## config.mk

```make
export PLATFORM = sky130hd
export DESIGN_NAME = pe_row_feeder_flat
export DESIGN_NICKNAME = d
export VERILOG_FILES = /design/src/rtl/pe_pkg.sv /design/src/rtl/pe_row_feeder_if.sv /design/src/rtl/pe_feed_fifo.sv /design/src/rtl/pe_row_feeder.sv /design/src/flat_wrapper.sv
export SDC_FILE = /design/constraint.sdc
export NUM_CORES = 1
export LEC_CHECK = 0
export CORE_MARGIN = 2
export CORE_UTILIZATION = 35
export DETAILED_ROUTE_END_ITERATION = 12
export SETUP_SLACK_MARGIN = 0.1
export SLEW_MARGIN = 20
export SYNTH_ARGS = -nofsm -noshare
export SYNTH_HDL_FRONTEND = slang
export SYNTH_SLANG_ARGS = --single-unit
```

## constraint.sdc

```tcl
create_clock -name clk -period 5.9 [get_ports clk]
set_input_delay 1.77 -clock clk [delete_from_list [all_inputs] [get_ports clk]]
set_output_delay 1.77 -clock clk [all_outputs]
set_load 0.01 [all_outputs]
```

## src/rtl/pe_pkg.sv

```systemverilog
// pe_pkg: constants and types shared by the PE row feeder and its bench.
//   PIX_W  - pixel width
//   WGT_W  - per-tap weight width
//   TAPS   - taps per filter word (the PE is built for exactly 3)
//   PSUM_W - width of the PE partial-sum output
//   flt_word_t - one packed filter word, tap0 in the low WGT_W bits
//   state_t    - feeder FSM states
package pe_pkg;
  localparam int PIX_W  = 8;
  localparam int WGT_W  = 4;
  localparam int TAPS   = 3;
  localparam int PSUM_W = 14;

  typedef logic [TAPS*WGT_W-1:0] flt_word_t;

  typedef enum logic [2:0] {
    IDLE     = 3'd0,
    LOAD_FLT = 3'd1,
    STREAM   = 3'd2,
    DRAIN    = 3'd3,
    FIN      = 3'd4
  } state_t;
endpackage

```

## src/rtl/pe_row_feeder_if.sv

```systemverilog
// pe_row_feeder_if: upstream filter/pixel streams plus the PE-side outputs
// of the row feeder.
//   flt_valid/flt_data/flt_ready : filter word stream (tap0 in low bits)
//   pix_valid/pix_data/pix_ready : pixel stream
//   pe_en/pe_filtr/pe_ifmap      : PE enable, filter and pixel-shift inputs
//   pe_psum_valid/pe_psum_last   : tags aligned with the PE psum output
// Modports: slave = the feeder, master = the environment around it.
//
// Handshake: a word moves on a rising clock edge where valid and ready are
// both high. A source holds valid and data stable until that edge; ready may
// rise or fall freely and never depends combinationally on valid.
interface pe_row_feeder_if #(
  parameter int PIX_W = pe_pkg::PIX_W,
  parameter int WGT_W = pe_pkg::WGT_W,
  parameter int TAPS  = pe_pkg::TAPS
);
  logic                   flt_valid;
  logic [TAPS*WGT_W-1:0]  flt_data;
  logic                   flt_ready;
  logic                   pix_valid;
  logic [PIX_W-1:0]       pix_data;
  logic                   pix_ready;
  logic                   pe_en;
  logic [TAPS*WGT_W-1:0]  pe_filtr;
  logic [PIX_W-1:0]       pe_ifmap;
  logic                   pe_psum_valid;
  logic                   pe_psum_last;

  modport slave (
    input  flt_valid, flt_data, pix_valid, pix_data,
    output flt_ready, pix_ready, pe_en, pe_filtr, pe_ifmap,
           pe_psum_valid, pe_psum_last
  );

  modport master (
    output flt_valid, flt_data, pix_valid, pix_data,
    input  flt_ready, pix_ready, pe_en, pe_filtr, pe_ifmap,
           pe_psum_valid, pe_psum_last
  );
endinterface

```

## src/rtl/pe_feed_fifo.sv

```systemverilog
// pe_feed_fifo: synchronous first-word-fall-through FIFO for row pixels.
//   clk, rst_n : clock, asynchronous active-low reset (flushes the FIFO)
//   push, din  : write request and data; accepted when not full, or when
//                full and popped in the same cycle
//   pop        : removes the head; ignored when empty
//   dout       : current head (valid whenever empty is low)
//   full/empty : occupancy flags
module pe_feed_fifo #(
  parameter int DEPTH = 8,
  parameter int W     = 8
) (
  input  logic         clk,
  input  logic         rst_n,
  input  logic         push,
  input  logic [W-1:0] din,
  input  logic         pop,
  output logic [W-1:0] dout,
  output logic         full,
  output logic         empty
);
  localparam int AW = $clog2(DEPTH);

  // One extra pointer bit separates full from empty when the indices match.
  logic [AW:0]  wr_ptr_q, rd_ptr_q;
  logic [W-1:0] mem_q [DEPTH];
  logic         do_push, do_pop;

  assign empty   = (wr_ptr_q == rd_ptr_q);
  assign full    = (wr_ptr_q[AW] != rd_ptr_q[AW]) &&
                   (wr_ptr_q[AW-1:0] == rd_ptr_q[AW-1:0]);
  assign do_pop  = pop && !empty;
  assign do_push = push && (!full || do_pop);
  assign dout    = mem_q[rd_ptr_q[AW-1:0]];

  always_ff @(posedge clk or negedge rst_n) begin
    if (!rst_n) begin
      wr_ptr_q <= '0;
      rd_ptr_q <= '0;
    end else begin
      if (do_push) wr_ptr_q <= wr_ptr_q + 1'b1;
      if (do_pop)  rd_ptr_q <= rd_ptr_q + 1'b1;
    end
  end

  // On a full push+pop the write lands in the slot being read; the head has
  // already been consumed combinationally this cycle, so that is safe.
  always_ff @(posedge clk) begin
    if (do_push) mem_q[wr_ptr_q[AW-1:0]] <= din;
  end
endmodule

```

## src/rtl/pe_row_feeder.sv

```systemverilog
// pe_row_feeder: feeds one PE with a 3-tap filter word and a row of pixels,
// one pixel per enabled cycle, and tags the PE psum output so a downstream
// collector knows which cycles hold complete windows.
//   clk, rst_n : clock, asynchronous active-low reset
//   start      : one-cycle pulse, begins a row (ignored unless idle)
//   busy       : FSM not idle
//   done       : one-cycle pulse the cycle after the final psum tag
//   dbg_state  : current FSM state
//   bus        : filter/pixel streams in, PE drive and psum tags out
// Optional build macro PE_FEEDER_ZERO_PAD_EN: inject one zero pixel before
// and after the row ("same" padding, ROW_LEN valid psums). Without it the
// row is a "valid" convolution with ROW_LEN-TAPS+1 valid psums.
module pe_row_feeder
  import pe_pkg::*;
#(
  parameter int ROW_LEN    = 16,
  parameter int PIX_W      = pe_pkg::PIX_W,
  parameter int WGT_W      = pe_pkg::WGT_W,
  parameter int TAPS       = pe_pkg::TAPS,
  parameter int FIFO_DEPTH = 8,
  parameter int PE_LAT     = 1
) (
  input  logic                 clk,
  input  logic                 rst_n,
  input  logic                 start,
  output logic                 busy,
  output logic                 done,
  output state_t               dbg_state,
  pe_row_feeder_if.slave       bus
);
  if (TAPS != 3) begin : g_bad_taps
    $error("pe_row_feeder: TAPS must be 3");
  end
  if (ROW_LEN < TAPS || ROW_LEN > 255) begin : g_bad_row_len
    $error("pe_row_feeder: ROW_LEN out of range");
  end
  if (FIFO_DEPTH < 2 || (FIFO_DEPTH & (FIFO_DEPTH - 1)) != 0) begin : g_bad_depth
    $error("pe_row_feeder: FIFO_DEPTH must be a power of 2, at least 2");
  end
  if (PE_LAT < 1) begin : g_bad_lat
    $error("pe_row_feeder: PE_LAT must be at least 1");
  end

  localparam logic [7:0] ROW_LEN_C  = 8'(ROW_LEN);
  localparam logic [7:0] LAST_DRAIN = 8'(PE_LAT - 1);
`ifdef PE_FEEDER_ZERO_PAD_EN
  // Pixel i is PE input i+1, so its window completes from i = TAPS-2.
  localparam logic [7:0] TAG_FIRST  = 8'(TAPS - 2);
  localparam logic [7:0] LAST_VALID = 8'(ROW_LEN - 1);
`else
  localparam logic [7:0] TAG_FIRST  = 8'(TAPS - 1);
  localparam logic [7:0] LAST_VALID = 8'(ROW_LEN - TAPS);
  localparam logic [7:0] LAST_PIX   = 8'(ROW_LEN - 1);
`endif

  state_t                state_q, state_d;
  logic [7:0]            acc_cnt_q, sent_cnt_q, drain_cnt_q, psum_cnt_q;
  logic [PE_LAT:0]       tag_sr_q;
  logic                  pe_en_q, done_q;
  logic [PIX_W-1:0]      pe_ifmap_q;
  logic [TAPS*WGT_W-1:0] pe_filtr_q;
`ifdef PE_FEEDER_ZERO_PAD_EN
  logic                  pad_pre_q;
`endif

  logic                  fifo_full, fifo_empty;
  logic [PIX_W-1:0]      fifo_dout;
  logic                  push, pop, pix_ready;
  logic                  issue, issue_tag;
  logic [PIX_W-1:0]      issue_pix;
  logic                  psum_valid;

  pe_feed_fifo #(.DEPTH(FIFO_DEPTH), .W(PIX_W)) u_fifo (
    .clk   (clk),
    .rst_n (rst_n),
    .push  (push),
    .din   (bus.pix_data),
    .pop   (pop),
    .dout  (fifo_dout),
    .full  (fifo_full),
    .empty (fifo_empty)
  );

  // A full FIFO still accepts when it pops the same cycle; pop never depends
  // on pix_valid, so there is no combinational path from valid to ready.
  assign pix_ready = ((state_q == LOAD_FLT) || (state_q == STREAM)) &&
                     (acc_cnt_q != ROW_LEN_C) && (!fifo_full || pop);
  assign push      = bus.pix_valid && pix_ready;

  // issue = drive one PE input this cycle (pixel, pad zero or flush zero).
  always_comb begin
    state_d   = state_q;
    issue     = 1'b0;
    pop       = 1'b0;
    issue_pix = '0;
    issue_tag = 1'b0;
    case (state_q)
      IDLE:     if (start) state_d = LOAD_FLT;
      LOAD_FLT: if (bus.flt_valid) state_d = STREAM;
      STREAM: begin
`ifdef PE_FEEDER_ZERO_PAD_EN
        if (!pad_pre_q) begin
          issue = 1'b1;
        end else if (sent_cnt_q != ROW_LEN_C) begin
          if (!fifo_empty) begin
            issue     = 1'b1;
            pop       = 1'b1;
            issue_pix = fifo_dout;
            issue_tag = (sent_cnt_q >= TAG_FIRST);
          end
        end else begin
          // Trailing pad completes the last window.
          issue     = 1'b1;
          issue_tag = 1'b1;
          state_d   = DRAIN;
        end
`else
        if (!fifo_empty) begin
          issue     = 1'b1;
          pop       = 1'b1;
          issue_pix = fifo_dout;
          issue_tag = (sent_cnt_q >= TAG_FIRST);
          if (sent_cnt_q == LAST_PIX) state_d = DRAIN;
        end
`endif
      end
      DRAIN: begin
        issue = 1'b1;
        if (drain_cnt_q == LAST_DRAIN) state_d = FIN;
      end
      FIN:     state_d = IDLE;
      default: state_d = IDLE;
    endcase
  end

  always_ff @(posedge clk or negedge rst_n) begin
    if (!rst_n) state_q <= IDLE;
    else        state_q <= state_d;
  end

  always_ff @(posedge clk or negedge rst_n) begin
    if (!rst_n) begin
      acc_cnt_q   <= '0;
      sent_cnt_q  <= '0;
      drain_cnt_q <= '0;
      psum_cnt_q  <= '0;
      tag_sr_q    <= '0;
      pe_en_q     <= 1'b0;
      pe_ifmap_q  <= '0;
      pe_filtr_q  <= '0;
      done_q      <= 1'b0;
`ifdef PE_FEEDER_ZERO_PAD_EN
      pad_pre_q   <= 1'b0;
`endif
    end else begin
      pe_en_q <= issue;
      done_q  <= (state_q == FIN);
      // pe_ifmap holds across stalls so the frozen PE sees no change.
      if (issue) pe_ifmap_q <= issue_pix;
      if (state_q == LOAD_FLT && bus.flt_valid) pe_filtr_q <= bus.flt_data;
      if (state_q == IDLE) begin
        acc_cnt_q   <= '0;
        sent_cnt_q  <= '0;
        drain_cnt_q <= '0;
        psum_cnt_q  <= '0;
        tag_sr_q    <= '0;
`ifdef PE_FEEDER_ZERO_PAD_EN
        pad_pre_q   <= 1'b0;
`endif
      end else begin
        if (push)               acc_cnt_q   <= acc_cnt_q + 8'd1;
        if (pop)                sent_cnt_q  <= sent_cnt_q + 8'd1;
        if (state_q == DRAIN)   drain_cnt_q <= drain_cnt_q + 8'd1;
        if (psum_valid)         psum_cnt_q  <= psum_cnt_q + 8'd1;
        // Tags advance only with enabled PE cycles, like the PE pipeline.
        if (issue)              tag_sr_q    <= {tag_sr_q[PE_LAT-1:0], issue_tag};
`ifdef PE_FEEDER_ZERO_PAD_EN
        if (state_q == STREAM && issue) pad_pre_q <= 1'b1;
`endif
      end
    end
  end

  assign psum_valid = pe_en_q && tag_sr_q[PE_LAT];

  assign busy              = (state_q != IDLE);
  assign done              = done_q;
  assign dbg_state         = state_q;
  assign bus.flt_ready     = (state_q == LOAD_FLT);
  assign bus.pix_ready     = pix_ready;
  assign bus.pe_en         = pe_en_q;
  assign bus.pe_filtr      = pe_filtr_q;
  assign bus.pe_ifmap      = pe_ifmap_q;
  assign bus.pe_psum_valid = psum_valid;
  assign bus.pe_psum_last  = psum_valid && (psum_cnt_q == LAST_VALID);
endmodule

```

## src/flat_wrapper.sv

```systemverilog
// flat-port wrapper written by rule: the top's interface ports become plain ports
module pe_row_feeder_flat import pe_pkg::*;
#(
  parameter int ROW_LEN    = 16,
  parameter int PIX_W      = pe_pkg::PIX_W,
  parameter int WGT_W      = pe_pkg::WGT_W,
  parameter int TAPS       = pe_pkg::TAPS,
  parameter int FIFO_DEPTH = 8,
  parameter int PE_LAT     = 1
)
  (clk, rst_n, start, busy, done, dbg_state, bus_flt_valid, bus_flt_data, bus_pix_valid, bus_pix_data, bus_flt_ready, bus_pix_ready, bus_pe_en, bus_pe_filtr, bus_pe_ifmap, bus_pe_psum_valid, bus_pe_psum_last);
  pe_row_feeder_if #(.PIX_W(PIX_W), .WGT_W(WGT_W), .TAPS(TAPS)) bus_i ();
  input  logic clk;
  input  logic rst_n;
  input  logic start;
  output logic busy;
  output logic done;
  output state_t dbg_state;
  input wire logic [$bits(bus_i.flt_valid)-1:0] bus_flt_valid;
  input wire logic [$bits(bus_i.flt_data)-1:0] bus_flt_data;
  input wire logic [$bits(bus_i.pix_valid)-1:0] bus_pix_valid;
  input wire logic [$bits(bus_i.pix_data)-1:0] bus_pix_data;
  output wire logic [$bits(bus_i.flt_ready)-1:0] bus_flt_ready;
  output wire logic [$bits(bus_i.pix_ready)-1:0] bus_pix_ready;
  output wire logic [$bits(bus_i.pe_en)-1:0] bus_pe_en;
  output wire logic [$bits(bus_i.pe_filtr)-1:0] bus_pe_filtr;
  output wire logic [$bits(bus_i.pe_ifmap)-1:0] bus_pe_ifmap;
  output wire logic [$bits(bus_i.pe_psum_valid)-1:0] bus_pe_psum_valid;
  output wire logic [$bits(bus_i.pe_psum_last)-1:0] bus_pe_psum_last;
  assign bus_i.flt_valid = bus_flt_valid;
  assign bus_i.flt_data = bus_flt_data;
  assign bus_i.pix_valid = bus_pix_valid;
  assign bus_i.pix_data = bus_pix_data;
  assign bus_flt_ready = bus_i.flt_ready;
  assign bus_pix_ready = bus_i.pix_ready;
  assign bus_pe_en = bus_i.pe_en;
  assign bus_pe_filtr = bus_i.pe_filtr;
  assign bus_pe_ifmap = bus_i.pe_ifmap;
  assign bus_pe_psum_valid = bus_i.pe_psum_valid;
  assign bus_pe_psum_last = bus_i.pe_psum_last;
  pe_row_feeder #(.ROW_LEN(ROW_LEN), .PIX_W(PIX_W), .WGT_W(WGT_W), .TAPS(TAPS), .FIFO_DEPTH(FIFO_DEPTH), .PE_LAT(PE_LAT)) u_core (.clk(clk), .rst_n(rst_n), .start(start), .busy(busy), .done(done), .dbg_state(dbg_state), .bus(bus_i));
endmodule
```

==> run metrics <==
status finished clean; yosys warns 0; GR Util All Layers 13.7%; hold endpoint u_core.bus.pe_ifmap[6]; clock power share 30.5%; share of power burned in registers between 30% and 40%; TritonCTS clock tree yes; type of origin of the critical path register; post-synth cell types 58; number of enable flip-flop cells after synthesis 64; Initial DRT Pass Iterations 4; CTS Buffer Depth 2; Root Driver clkbuf_16; Non-Filler Instances 698; Total Wirelength about 11 mm; largest net degree at the start of global routing 43; Residual DRC 0; Hold Crit Depth 2; sequential share of the synthesized area 63.2%; core area 15,900 um^2; final net count 504; Port Buffer Count 54; # setup viols final 0; Slew HR a little under two fifths; met3 usage 3.70%; Critical Path End Type primary output; ys async rst share just over 50%; DPL Wire Length 7.12 mm; fmax 0.218 GHz; cell chain of the critical path xor2_1 -> o41a_4 -> o21ai_2 -> inv_1 -> clkdlybuf4s50_1; fin. max-slew vios 0; Initial Util between 30% and 40%; Worst Tran Pin Value 0.933 ns; CTS H-tree lvls 4; Int Pwr between 2 and 2.5 mW; sw frac 31.9%; layout cells sized above 1 17.2%; most instantiated cells after synthesis dfrtp_1 (67), edfxtp_1 (64), nand2_1 (28); RePlAce Congestion 0.778; Yosys reg bits 131; Synth Flop Type dfrtp_1; first-pass GRT wire length 18.3 mm; CTS Sinks 131; Final Hold Fails 0; ANT cells 0; synthesized area 5690 um^2; r2r setup slk 3.23 ns; vias after detailed routing 3,392; Die H 132 um; Sw Pwr 1.09 mW; First DRT Iteration DRCs 274; GR Layer Usage met1 between 10% and 20%; HP Class register to register; GRT Residual Overflow 0; clk slew on worst S/H paths about 0.060 ns; Cells after DPL 666; die width around 130 um; Cells after Synth 404; Pwr per Cell Area 483 nW/um^2; Worst Skew 0.00852 ns; Max IR drop VDD 0.306 mV; RSZ-0062 raised after global routing false; CP Class register to primary output; syn_nets 439; die area between 15,000 and 20,000 um^2; Area Growth Syn to Fin 24.0%; reg2reg start u_core.u_fifo.rd_ptr_q[2]; Most Used Layer, Global Route met2; Ports 55; largest fanout on the critical path 13; synth top area cells edfxtp_1 (34%), dfrtp_1 (29%), mux4_2 (5.5%), mux2_2 (2.4%), ha_1 (2.2%); leading area contributor after synthesis edfxtp_1; count leader, synth dfrtp_1; Final Util 44.5%; Skew-Pair Late Insertion Delay 0.41 ns; vias in the first global route 3,471; # Post-CTS Setup Buffers 0; via/cell ratio around 4.9; initial antenna violation count 0; met2 Resource Use GR 21.3%; Gate power share 31.8%; Pleak 2.71 nW; post-route minimum period about 4.6 ns; period utilization 77.7%; maxcap violations 0; FP Rows 46; Mapped Avg Cell Area 14.1 um^2; Wirelength per Cell 15.6 um; hold buffer count at CTS 0; hold_sp u_core.bus.pe_ifmap[6]; area share of the leading cell type in the synthesized netlist roughly a third; worst reg2reg path depth 5; Crit-path slowest cell dfrtp_1; ANT nets after route 0; CP peak stage delay 0.74 ns; WP buf/inv 2; Worst EP required roughly 4.1 ns; Post-CTS Resized 0; FF-to-FF End u_core.tag_sr_q[1]; CP top delay family compound AO/OA/AOI/OAI gates; Worst Path Arrival roughly 2.8 ns; Inserted Clock Buffers 17; TNS Setup 0 ns
## area by class of cell
cell class              instances  area, um^2
multi-input cells             239        1920
repair buffers                 66         626
flip-flops and latches        131        3600
well taps                     216         270
inverters                      14        52.6
clock buffers                  18         429
fillers                      1469        8820
clock inverters                14         161
## per-layer routing
layer	wire length, um	up-vias
li1	-	1628
met1	4940	1660
met2	5180	88
met3	577	16
met4	218	0
met5	0	-
## power by group through the flow
stage                     clock network, mW  logic [mW]  registers (mW)
after floorplan                           0       0.743            1.28
after global placement                    0        1.08            1.29
after detailed placement                  0        1.10            1.31
after CTS                              1.06        1.11            1.29
after global routing                   1.10        1.21            1.31
final                                  1.04        1.08            1.29
## registers in the layout, summed over array words and instances, names as in the netlist
name	cells
u_core.bus.pe_filtr	12
u_core.acc_cnt_q	8
u_core.u_fifo.rd_ptr_q	4
u_core.u_fifo.mem_q	64
u_core.u_fifo.wr_ptr_q	4
u_core.bus.pe_en	1
u_core.dbg_state	3
u_core.drain_cnt_q	8
u_core.psum_cnt_q	8
u_core.bus.pe_ifmap	8
u_core.sent_cnt_q	8
u_core.tag_sr_q	2
u_core.done	1
## per-stage QoR
stage               hold WS, ns  power [mW]  cell area [um^2]  setup WS (ns)
global route              0.514        3.62              7060           1.10
CTS                       0.491        3.46              7060           1.27
global placement          0.470        2.38              6470           1.77
finish                    0.481        3.41              7060           1.31
floorplan                 0.450        2.02              5690           2.53
detailed placement        0.478        2.41              6470           1.73
## worst max path at each step
stage,cells after the start,endpoint,slack (ns),startpoint
after detailed placement,5,bus_pix_ready,1.73,u_core.u_fifo.rd_ptr_q[2]
after CTS,5,bus_pix_ready,1.27,u_core.u_fifo.rd_ptr_q[2]
after global routing,6,bus_pix_ready,1.10,u_core.u_fifo.rd_ptr_q[0]
after global placement,5,bus_pix_ready,1.77,u_core.u_fifo.rd_ptr_q[2]
final,5,bus_pix_ready,1.31,u_core.u_fifo.rd_ptr_q[2]
after floorplan,3,u_core.u_fifo.mem_q[2][0],2.53,bus_pix_valid
## kinds of logic after synthesis
| logic type | synth area share [%] |
|---|---|
| DFF | 63.2 |
| adders and majority gates | 2.20 |
| and+or+nand+nor | 10.9 |
| muxes | 11.0 |
| AOI/OAI and AO/OA | 5.87 |
| buffers and inverters | 3.23 |
| xor gates and xnor gates | 3.65 |
## placed cells by master (no fill, tap or decap), types with 5 or more instances in the layout
cell type	Yosys	routed
o21ai_0	25	25
nand4_1	7	7
clkdlybuf4s50_1	0	53
mux2_2	12	12
inv_1	13	13
nand3_1	16	16
mux4_2	14	14
xnor2_1	7	7
nor3_1	6	5
dfrtp_1	67	67
a21oi_1	6	6
edfxtp_1	64	64
nor2_1	22	22
buf_4	3	12
clkbuf_16	0	17
nor4_1	6	6
ha_1	10	10
or3_1	6	6
mux2i_1	11	11
xor2_1	13	13
nand2_1	28	28
## worst min-delay path, delay by kind of cell, from the launching register on
family,cells,cell delay [ns]
AOI/OAI and AO/OA,1,0.06
DFF,1,0.34
and+or+nand+nor,1,0.05
Power figures use the tool's default switching activity.
